File: config.mk
export PLATFORM = sky130hd
export DESIGN_NAME = mm_resp_flat
export DESIGN_NICKNAME = d
export VERILOG_FILES = /design/src/rtl/mm_resp_if.sv /design/src/rtl/mm_resp.sv /design/src/flat_wrapper.sv
export SDC_FILE = /design/constraint.sdc
export NUM_CORES = 1
export LEC_CHECK = 0
export ABC_AREA = 1
export CORE_AREA = 2 2 175 177
export DETAILED_ROUTE_END_ITERATION = 10
export DIE_AREA = 0 0 177 179
export DONT_BUFFER_PORTS = 1
export PLACE_DENSITY = 0.3
export SYNTH_ARGS = -nofsm -noshare
export SYNTH_HDL_FRONTEND = slang
export SYNTH_SLANG_ARGS = --single-unit
File: constraint.sdc
create_clock -name clk -period 4.1 [get_ports clk]
set_clock_uncertainty 0.15 [all_clocks]
set_input_delay 0.205 -clock clk [delete_from_list [all_inputs] [get_ports clk]]
set_output_delay 0.205 -clock clk [all_outputs]
set_load 0.03 [all_outputs]
File: src/rtl/mm_resp_if.sv
// mm_resp_if: CPU/peripheral return-path bundle for mm_resp.
// master = request/peripheral side, slave = the response sequencer.
interface mm_resp_if #(
  parameter int NMOD = 12
);
  logic              req;
  logic              we;
  logic [7:0]        mod;
  logic [NMOD-1:0]   slv_rdy;
  logic [32*NMOD-1:0] slv_rdata;
  logic [31:0]       cpu_rdata;
  logic              cpu_stall;
  logic              cpu_done;
  logic              bus_err;
  logic [7:0]        err_mod;

  modport master (
    output req, we, mod, slv_rdy, slv_rdata,
    input  cpu_rdata, cpu_stall, cpu_done,
    input  bus_err, err_mod
  );

  modport slave (
    input  req, we, mod, slv_rdy, slv_rdata,
    output cpu_rdata, cpu_stall, cpu_done,
    output bus_err, err_mod
  );
endinterface

File: src/rtl/mm_resp.sv
// mm_resp: bus response sequencer (ready wait, read-data return, errors).
// Define MM_RESP_WDT_EN to build the WAIT timeout watchdog.
module mm_resp #(
  parameter int NMOD    = 12,
  parameter int TIMEOUT = 255,
  parameter int TW      = 8
) (
  input logic     clk,
  input logic     rst,
  mm_resp_if.slave bus
);
  localparam logic [1:0] IDLE = 2'd0;
  localparam logic [1:0] WAIT = 2'd1;
  localparam logic [1:0] RESP = 2'd2;

  if (NMOD < 1 || NMOD > 255 || TIMEOUT < 1 ||
      TIMEOUT >= (1 << TW)) begin : g_bad_cfg
    $error("mm_resp: bad NMOD/TIMEOUT/TW");
  end

  logic [1:0]  state;
  logic [7:0]  cur_mod;
  logic        cur_we;
  logic        sel_rdy;
  logic [31:0] sel_data;
  logic        accept;
  logic        unmapped;
  logic        in_wait;

  always_comb begin
    sel_rdy  = 1'b0;
    sel_data = '0;
    for (int k = 0; k < NMOD; k++) begin
      if (cur_mod == 8'(k)) begin
        sel_rdy  = bus.slv_rdy[k];
        sel_data = bus.slv_rdata[32*k +: 32];
      end
    end
  end

  assign in_wait  = (state == WAIT);
  assign accept   = bus.req && !in_wait;
  assign unmapped = (bus.mod >= 8'(NMOD));

  assign bus.cpu_stall = rst && (bus.req || in_wait);
  assign bus.cpu_done  = (state == RESP);

`ifdef MM_RESP_WDT_EN
  localparam logic [TW-1:0] CNT_LAST = TW'(TIMEOUT - 1);
  logic [TW-1:0] cnt;
  logic          wdt_hit;

  assign wdt_hit = (cnt == CNT_LAST);

  // Counter only advances while waiting; the exit at CNT_LAST stops it.
  always_ff @(posedge clk or negedge rst) begin
    if (!rst) begin
      cnt <= '0;
    end else if (accept) begin
      cnt <= '0;
    end else if (in_wait && !sel_rdy && !wdt_hit) begin
      cnt <= cnt + 1'b1;
    end
  end
`else
  logic wdt_hit;
  assign wdt_hit = 1'b0;
`endif

  always_ff @(posedge clk or negedge rst) begin
    if (!rst) begin
      state         <= IDLE;
      cur_mod       <= '0;
      cur_we        <= 1'b0;
      bus.cpu_rdata <= '0;
      bus.bus_err   <= 1'b0;
      bus.err_mod   <= '0;
    end else begin
      unique case (1'b1)
        accept: begin
          cur_mod     <= bus.mod;
          cur_we      <= bus.we;
          bus.bus_err <= unmapped;
          if (unmapped) begin
            bus.err_mod   <= bus.mod;
            bus.cpu_rdata <= '0;
            state         <= RESP;
          end else begin
            state <= WAIT;
          end
        end
        in_wait: begin
          // Ready wins over a timeout landing in the same cycle.
          if (sel_rdy) begin
            bus.cpu_rdata <= cur_we ? 32'h0 : sel_data;
            state         <= RESP;
          end else if (wdt_hit) begin
            bus.bus_err   <= 1'b1;
            bus.err_mod   <= cur_mod;
            bus.cpu_rdata <= '0;
            state         <= RESP;
          end
        end
        default: state <= IDLE;
      endcase
    end
  end
endmodule

File: src/flat_wrapper.sv
// flat-port wrapper written by rule: the top's interface ports become plain ports
module mm_resp_flat 
#(
  parameter int NMOD    = 12,
  parameter int TIMEOUT = 255,
  parameter int TW      = 8
)
  (clk, rst, bus_req, bus_we, bus_mod, bus_slv_rdy, bus_slv_rdata, bus_cpu_rdata, bus_cpu_stall, bus_cpu_done, bus_bus_err, bus_err_mod);
  mm_resp_if #(.NMOD(NMOD)) bus_i ();
  input logic clk;
  input logic rst;
  input wire logic [$bits(bus_i.req)-1:0] bus_req;
  input wire logic [$bits(bus_i.we)-1:0] bus_we;
  input wire logic [$bits(bus_i.mod)-1:0] bus_mod;
  input wire logic [$bits(bus_i.slv_rdy)-1:0] bus_slv_rdy;
  input wire logic [$bits(bus_i.slv_rdata)-1:0] bus_slv_rdata;
  output wire logic [$bits(bus_i.cpu_rdata)-1:0] bus_cpu_rdata;
  output wire logic [$bits(bus_i.cpu_stall)-1:0] bus_cpu_stall;
  output wire logic [$bits(bus_i.cpu_done)-1:0] bus_cpu_done;
  output wire logic [$bits(bus_i.bus_err)-1:0] bus_bus_err;
  output wire logic [$bits(bus_i.err_mod)-1:0] bus_err_mod;
  assign bus_i.req = bus_req;
  assign bus_i.we = bus_we;
  assign bus_i.mod = bus_mod;
  assign bus_i.slv_rdy = bus_slv_rdy;
  assign bus_i.slv_rdata = bus_slv_rdata;
  assign bus_cpu_rdata = bus_i.cpu_rdata;
  assign bus_cpu_stall = bus_i.cpu_stall;
  assign bus_cpu_done = bus_i.cpu_done;
  assign bus_bus_err = bus_i.bus_err;
  assign bus_err_mod = bus_i.err_mod;
  mm_resp #(.NMOD(NMOD), .TIMEOUT(TIMEOUT), .TW(TW)) u_core (.clk(clk), .rst(rst), .bus(bus_i));
endmodule
---- After elaboration in Yosys (flattened, before gate mapping) ----
Cells that the tools add are included.
cells by class
  order comparisons ....................... 1
  eq/ne operators ......................... 15
  multiplexer cells ....................... 31
  reduce and logical (&&, ||, !) cells .... 8
operator list
  kind                                                                   number
  32-bit 2-to-1 mux                                                      15
  32-bit one-hot mux with 2 select lines                                 1
  8-bit by 3-bit == test with 1-bit output, second input constant        4
  8-bit by 4-bit == test with 1-bit output, second input constant        4
  8-bit by 2-bit == test with 1-bit output, second input constant        2
  1-bit 2-to-1 mux                                                       12
  8-bit by 1-bit == test with 1-bit output, second input constant        1
  8-bit by 4-bit >= comparator with 1-bit output, second input constant  1
  8-bit zero test                                                        1
  2-bit 2-to-1 mux                                                       2
  2-bit one-hot mux with 2 select lines                                  1
  3-bit AND reduction                                                    1
  2-bit by 1-bit == test with 1-bit output, second input constant        1
  2-bit == test, second input constant                                   1
  1-bit logical AND                                                      2
  2-bit by 1-bit != test with 1-bit output, second input constant        1
  2-bit != test, second input constant                                   1
  2-bit AND reduction                                                    1
  2-bit nonzero test                                                     1
  1-bit zero test                                                        1
  1-bit logical OR                                                       1
storage, ports and cells
  register bits ........................... 52
  bits of input ports ..................... 408

---- Logic depth before layout (Yosys ltp) ----
  depth after elaboration ................. 16
  gate-level depth with buffers ........... 16
  gate-level depth less buffers ........... 15

---- Worst setup path before layout ----
No wires, ideal clock.
  path type ............................... register -> register
  start point ............................. reg u_core.cur_mod[0]
  end point ............................... reg u_core.bus.cpu_rdata[13]
  library setup time ...................... 0.121 ns
  data arrival time ....................... 1.773 ns
  data required time ...................... 3.829 ns
  path slack .............................. 2.056 ns
  cell stages (with the launch flop) ...... 17
  cell sequence ........................... dfrtp_1 > buf_2 > inv_2 > nand2_2 > nor2_2 > nand3_1 > nand3_1 > nor2_1 > nand3_1 > nand2_1 > nand4_1 > nand2_1 > nand2_4 > nand2_8 > buf_6 > nand2_1 > o21ai_2
between the ends
  word-level cells in the longest chain between the ends .. 16
  elaborated cells between the ends (all ways) .. 41
  those cells by class .................... eq/ne: 12; mux: 27; reduce/logical: 2
RTL lines
  what                                    RTL line          source
  start: declaration                      mm_resp.sv:22     logic [7:0] cur_mod;
  start signal: assignment                mm_resp.sv:81     cur_mod <= bus.mod;
  8-bit zero test                         mm_resp.sv:34     if (cur_mod == 8'(k)) begin
  32-bit 2-to-1 mux (12 in series)        mm_resp.sv:34
  32-bit 2-to-1 mux                       mm_resp.sv:95     bus.cpu_rdata <= cur_we ? 32'h0 : sel_data;
  32-bit 2-to-1 mux                       mm_resp.sv:94     if (sel_rdy) begin
  32-bit one-hot mux with 2 select lines  mm_resp.sv:79     unique case (1'b1)
  end signal: assignment                  mm_resp.sv:95
  end: declaration                        mm_resp_if.sv:25  output cpu_rdata, cpu_stall, cpu_done,
Several ways; a longest one is shown, not always the timed one. The select of a mux whose other input is x is not followed.
A chain may end at the register's enable or synchronous reset.

---- Worst setup path in the final report ----
  start point ............................. reg u_core.cur_mod[4]
  end point ............................... reg u_core.bus.cpu_rdata[14]
The elaborated chain is that of the path after synthesis.

==> flow_summary_export.csv <==
group,metric,value,unit
routing,firstDrtPassIters,5,
grt,grt-ovfl-total,0,
clocking,cts_resized,0,
logic_synthesis,syn-instance-count,982,
routing,drtIter0Drc,335,
routing,ant_nets,0,
power_and_ir_drop,switchingPower,0.000495,W
grt,grt_pass1_wl,46.9,mm
logic_synthesis,synth_compound_area_share,12.1,%
logic_synthesis,yosysSeqAreaShare,23.6,%
cells_and_area,final_nets,1374,
clocking,htreeDepth,2,
die,dieArea,31700,µm²
setup_path,critPathArrivalTime,3.16,ns
routing,drc,0,
grt,grt_pass1_vias,6414,
logic_synthesis,muxShareOfSynthArea,0,%
logic_synthesis,synth_fp_nets,1390,
cells_and_area,stdcell_count,1365,
power_and_ir_drop,p_comb_share,20.8,%
die,std_cell_rows,64,
logic_synthesis,ys_ff_latch,52,
clocking,cts_buffers,5,
timing,setup_slack,1.05,ns
die,io_pins,451,
setup_path,endpoint_kind,"register",
grt,antenna_found_initial,4,
clocking,clkLatencyLatePin,0.31,ns
timing,finalSetupTns,0,ns
setup_path,worst_path_max_delay_cell,"nor2_4",
logic_synthesis,ys_warn_count,0,
die,start_util,18.4,%
setup_path,start_kind,"register",
cells_and_area,final_cell_mix,"364 x nand2_1, 98 x nor2_1, 93 x inv_1",
routing,drt-wirelength-per-cell,25.7,µm
setup_path,max_stage_delay,0.45,ns
clocking,post-cts-setup-buffer-count,0,
clocking,clock_sinks,52,
place,place_congestion,0.803,
logic_synthesis,synthAdderAreaFrac,0,%
clocking,hold_buffers,12,
logic_synthesis,synth-simple-area-share,52.4,%
setup_path,critPathKind,"reg2reg",
timing,fmax,328,MHz
place,hpwl,28.6,mm
die,dieWidth,177,µm
grt,grt_util_all_layers,20.9,%
routing,routed_wirelength,35.1,mm
timing,period_share,74.3,%
logic_synthesis,synth.cell_area,5520,µm²
clocking,clockBufferDepth,2,
place,dp.cells,1343,
timing,setup_viol,0,
logic_synthesis,yosys.area_share.xor_xnor,0,%
clocking,cts_tree,"built",
grt,grt_max_degree,53,
routing,via_per_inst,4.82,
setup_path,path_buf_inv,2,
power_and_ir_drop,p_clk_share,36.4,%
place,port_buffers,0,
power_and_ir_drop,seqPwrFrac,42.8,%
timing,rsz0062_at_grt,"false",
cells_and_area,layout_commonest_cell,"nand2_1",
run,maxCapViolCount,0,
die,dieHeight,179,µm
logic_synthesis,synth_top_family_by_area,"simple AND/OR/NAND/NOR gates",
cells_and_area,area_delta_synth_final,12.1,%
power_and_ir_drop,power.static_leakage,3.13,nW
clocking,clockRootBuffer,"clkbuf_16",
logic_synthesis,syn_area_per_cell,5.62,µm²
setup_path,crit_path_cell_trace,"nor2_2 > nand2_4 > inv_2 > nand2_2 > nor2_4 > inv_2 > nor2_1 > nor2_1 > nand3b_1 > a21boi_1 > nand4_1 > nand4_1 > nand2_1",
timing,min_period,3.05,ns
power_and_ir_drop,p_sw_share,37.1,%
routing,vias,6579,
timing,tightest_slew,1.04,ns
status,status,"completed",
timing,final_max_slew_viol_count,0,
timing,hold_viol,0,
setup_path,crit_family,"simple AND/OR/NAND/NOR gates",
cells_and_area,drive_gt1_share,8.27,%
logic_synthesis,synth_cell_types,32,
clocking,clk_pin_slew,0.09,ns
setup_path,crit_path_max_fanout,21,
place,dp_worst_setup_slack,0.973,ns
die,core,30000,µm²
power_and_ir_drop,p_int,0.000839,W
setup_path,cp.required,4.21,ns
power_and_ir_drop,power_per_cell_area,216,nW/µm²
cells_and_area,final_core_utilization,20.6,%
worst_hold_path,hp-class,"in2reg",
power_and_ir_drop,vdd_drop_max,0.121,mV
timing,max_slew_margin,30.7,%
## cell families after synthesis
family                 count (synthesis)
and+or+nand+nor                      657
buffers and inverters                155
AOI/OAI and AO/OA                    118
DFF                                   52
## routing by layer
layer | part of all wire [%] | vias up | wire length, µm | GRT usage (%)
met5 | 0.077 | - | 27 | 0
met4 | 0.59 | 4 | 208 | 2.75
met3 | 7.9 | 14 | 2760 | 5.17
met2 | 48 | 310 | 16700 | 35.4
met1 | 44 | 3122 | 15300 | 27.4
li1 | - | 3129 | - | -
## Yosys cell counts, drive strengths merged
master / instances / area share, %
nor4: 2 / 0.23
nand3b: 3 / 0.41
o211ai: 4 / 0.54
buf: 22 / 2.8
inv: 99 / 6.7
nand2: 375 / 26
o22ai: 1 / 0.11
o21ai: 61 / 6.3
nor3: 1 / 0.29
a21oi: 41 / 3.7
a21boi: 4 / 0.54
clkbuf: 32 / 2.2
clkinv: 2 / 0.14
dfrtp: 52 / 24
o21bai: 7 / 0.95
nand4: 62 / 7.0
nand3: 92 / 8.3
or2: 15 / 1.7
nor2: 107 / 8.1
## metrics by stage
stage / hold slack, ns / cell area (µm²) / total power, W
after CTS: 0.00379 / 6180 / 0.00136
final: 0.00795 / 6190 / 0.00133
after floorplan: -0.241 / 5520 / 0.000752
after global routing: 0.0291 / 6190 / 0.00142
after global placement: -0.239 / 5890 / 0.000840
after detailed placement: -0.239 / 5890 / 0.000840
## cell type report
class	instances	area (µm²)
flip-flops and latches	52	1300
inverters	101	379
clock inverters	3	26.3
clock buffers	5	125
well taps	396	495
diodes	2	5.00
fillers	3567	23800
repair buffers	31	280
multi-input cells	775	3580
## worst min-delay path, cell delays in order
cell and delay (ns):
nand2_1 0.05, nand2_1 0.09, o21ai_0 0.09
## power by group through the flow
| stage | Clock [W] | Combinational (W) | Sequential [W] |
|---|---|---|---|
| floorplan | 0 | 0.000177 | 0.000575 |
| global placement | 0 | 0.000259 | 0.000581 |
| detailed placement | 0 | 0.000259 | 0.000581 |
| CTS | 0.000506 | 0.000285 | 0.000571 |
| global route | 0.000532 | 0.000311 | 0.000574 |
| finish | 0.000486 | 0.000278 | 0.000571 |
## flip-flops by register name, summed over array words and instances (netlist names)
register              count
u_core.bus.err_mod        8
u_core.bus.bus_err        1
u_core.cur_mod            8
u_core.cur_we             1
u_core.state              2
u_core.bus.cpu_rdata     32
## worst paths after layout
kind | from | endpoint | slack [ns] | depth (start not counted)
max in group asynchronous | rst | u_core.bus.cpu_rdata[19]$_DFFE_PN0P_ | 3.22 | 2
min in group asynchronous | rst | u_core.bus.cpu_rdata[11]$_DFFE_PN0P_ | 0.30 | 2
max | u_core.cur_mod[4]$_DFFE_PN0P_ | u_core.bus.cpu_rdata[14]$_DFFE_PN0P_ | 1.05 | 13
min reg2reg | u_core.cur_mod[7]$_DFFE_PN0P_ | u_core.cur_mod[7]$_DFFE_PN0P_ | 0.35 | 2
max reg2reg | u_core.cur_mod[4]$_DFFE_PN0P_ | u_core.bus.cpu_rdata[14]$_DFFE_PN0P_ | 1.05 | 13
min | bus_mod[2] | u_core.state[0]$_DFFE_PN0P_ | 0.008 | 3
(Power assumes the default switching activity.)
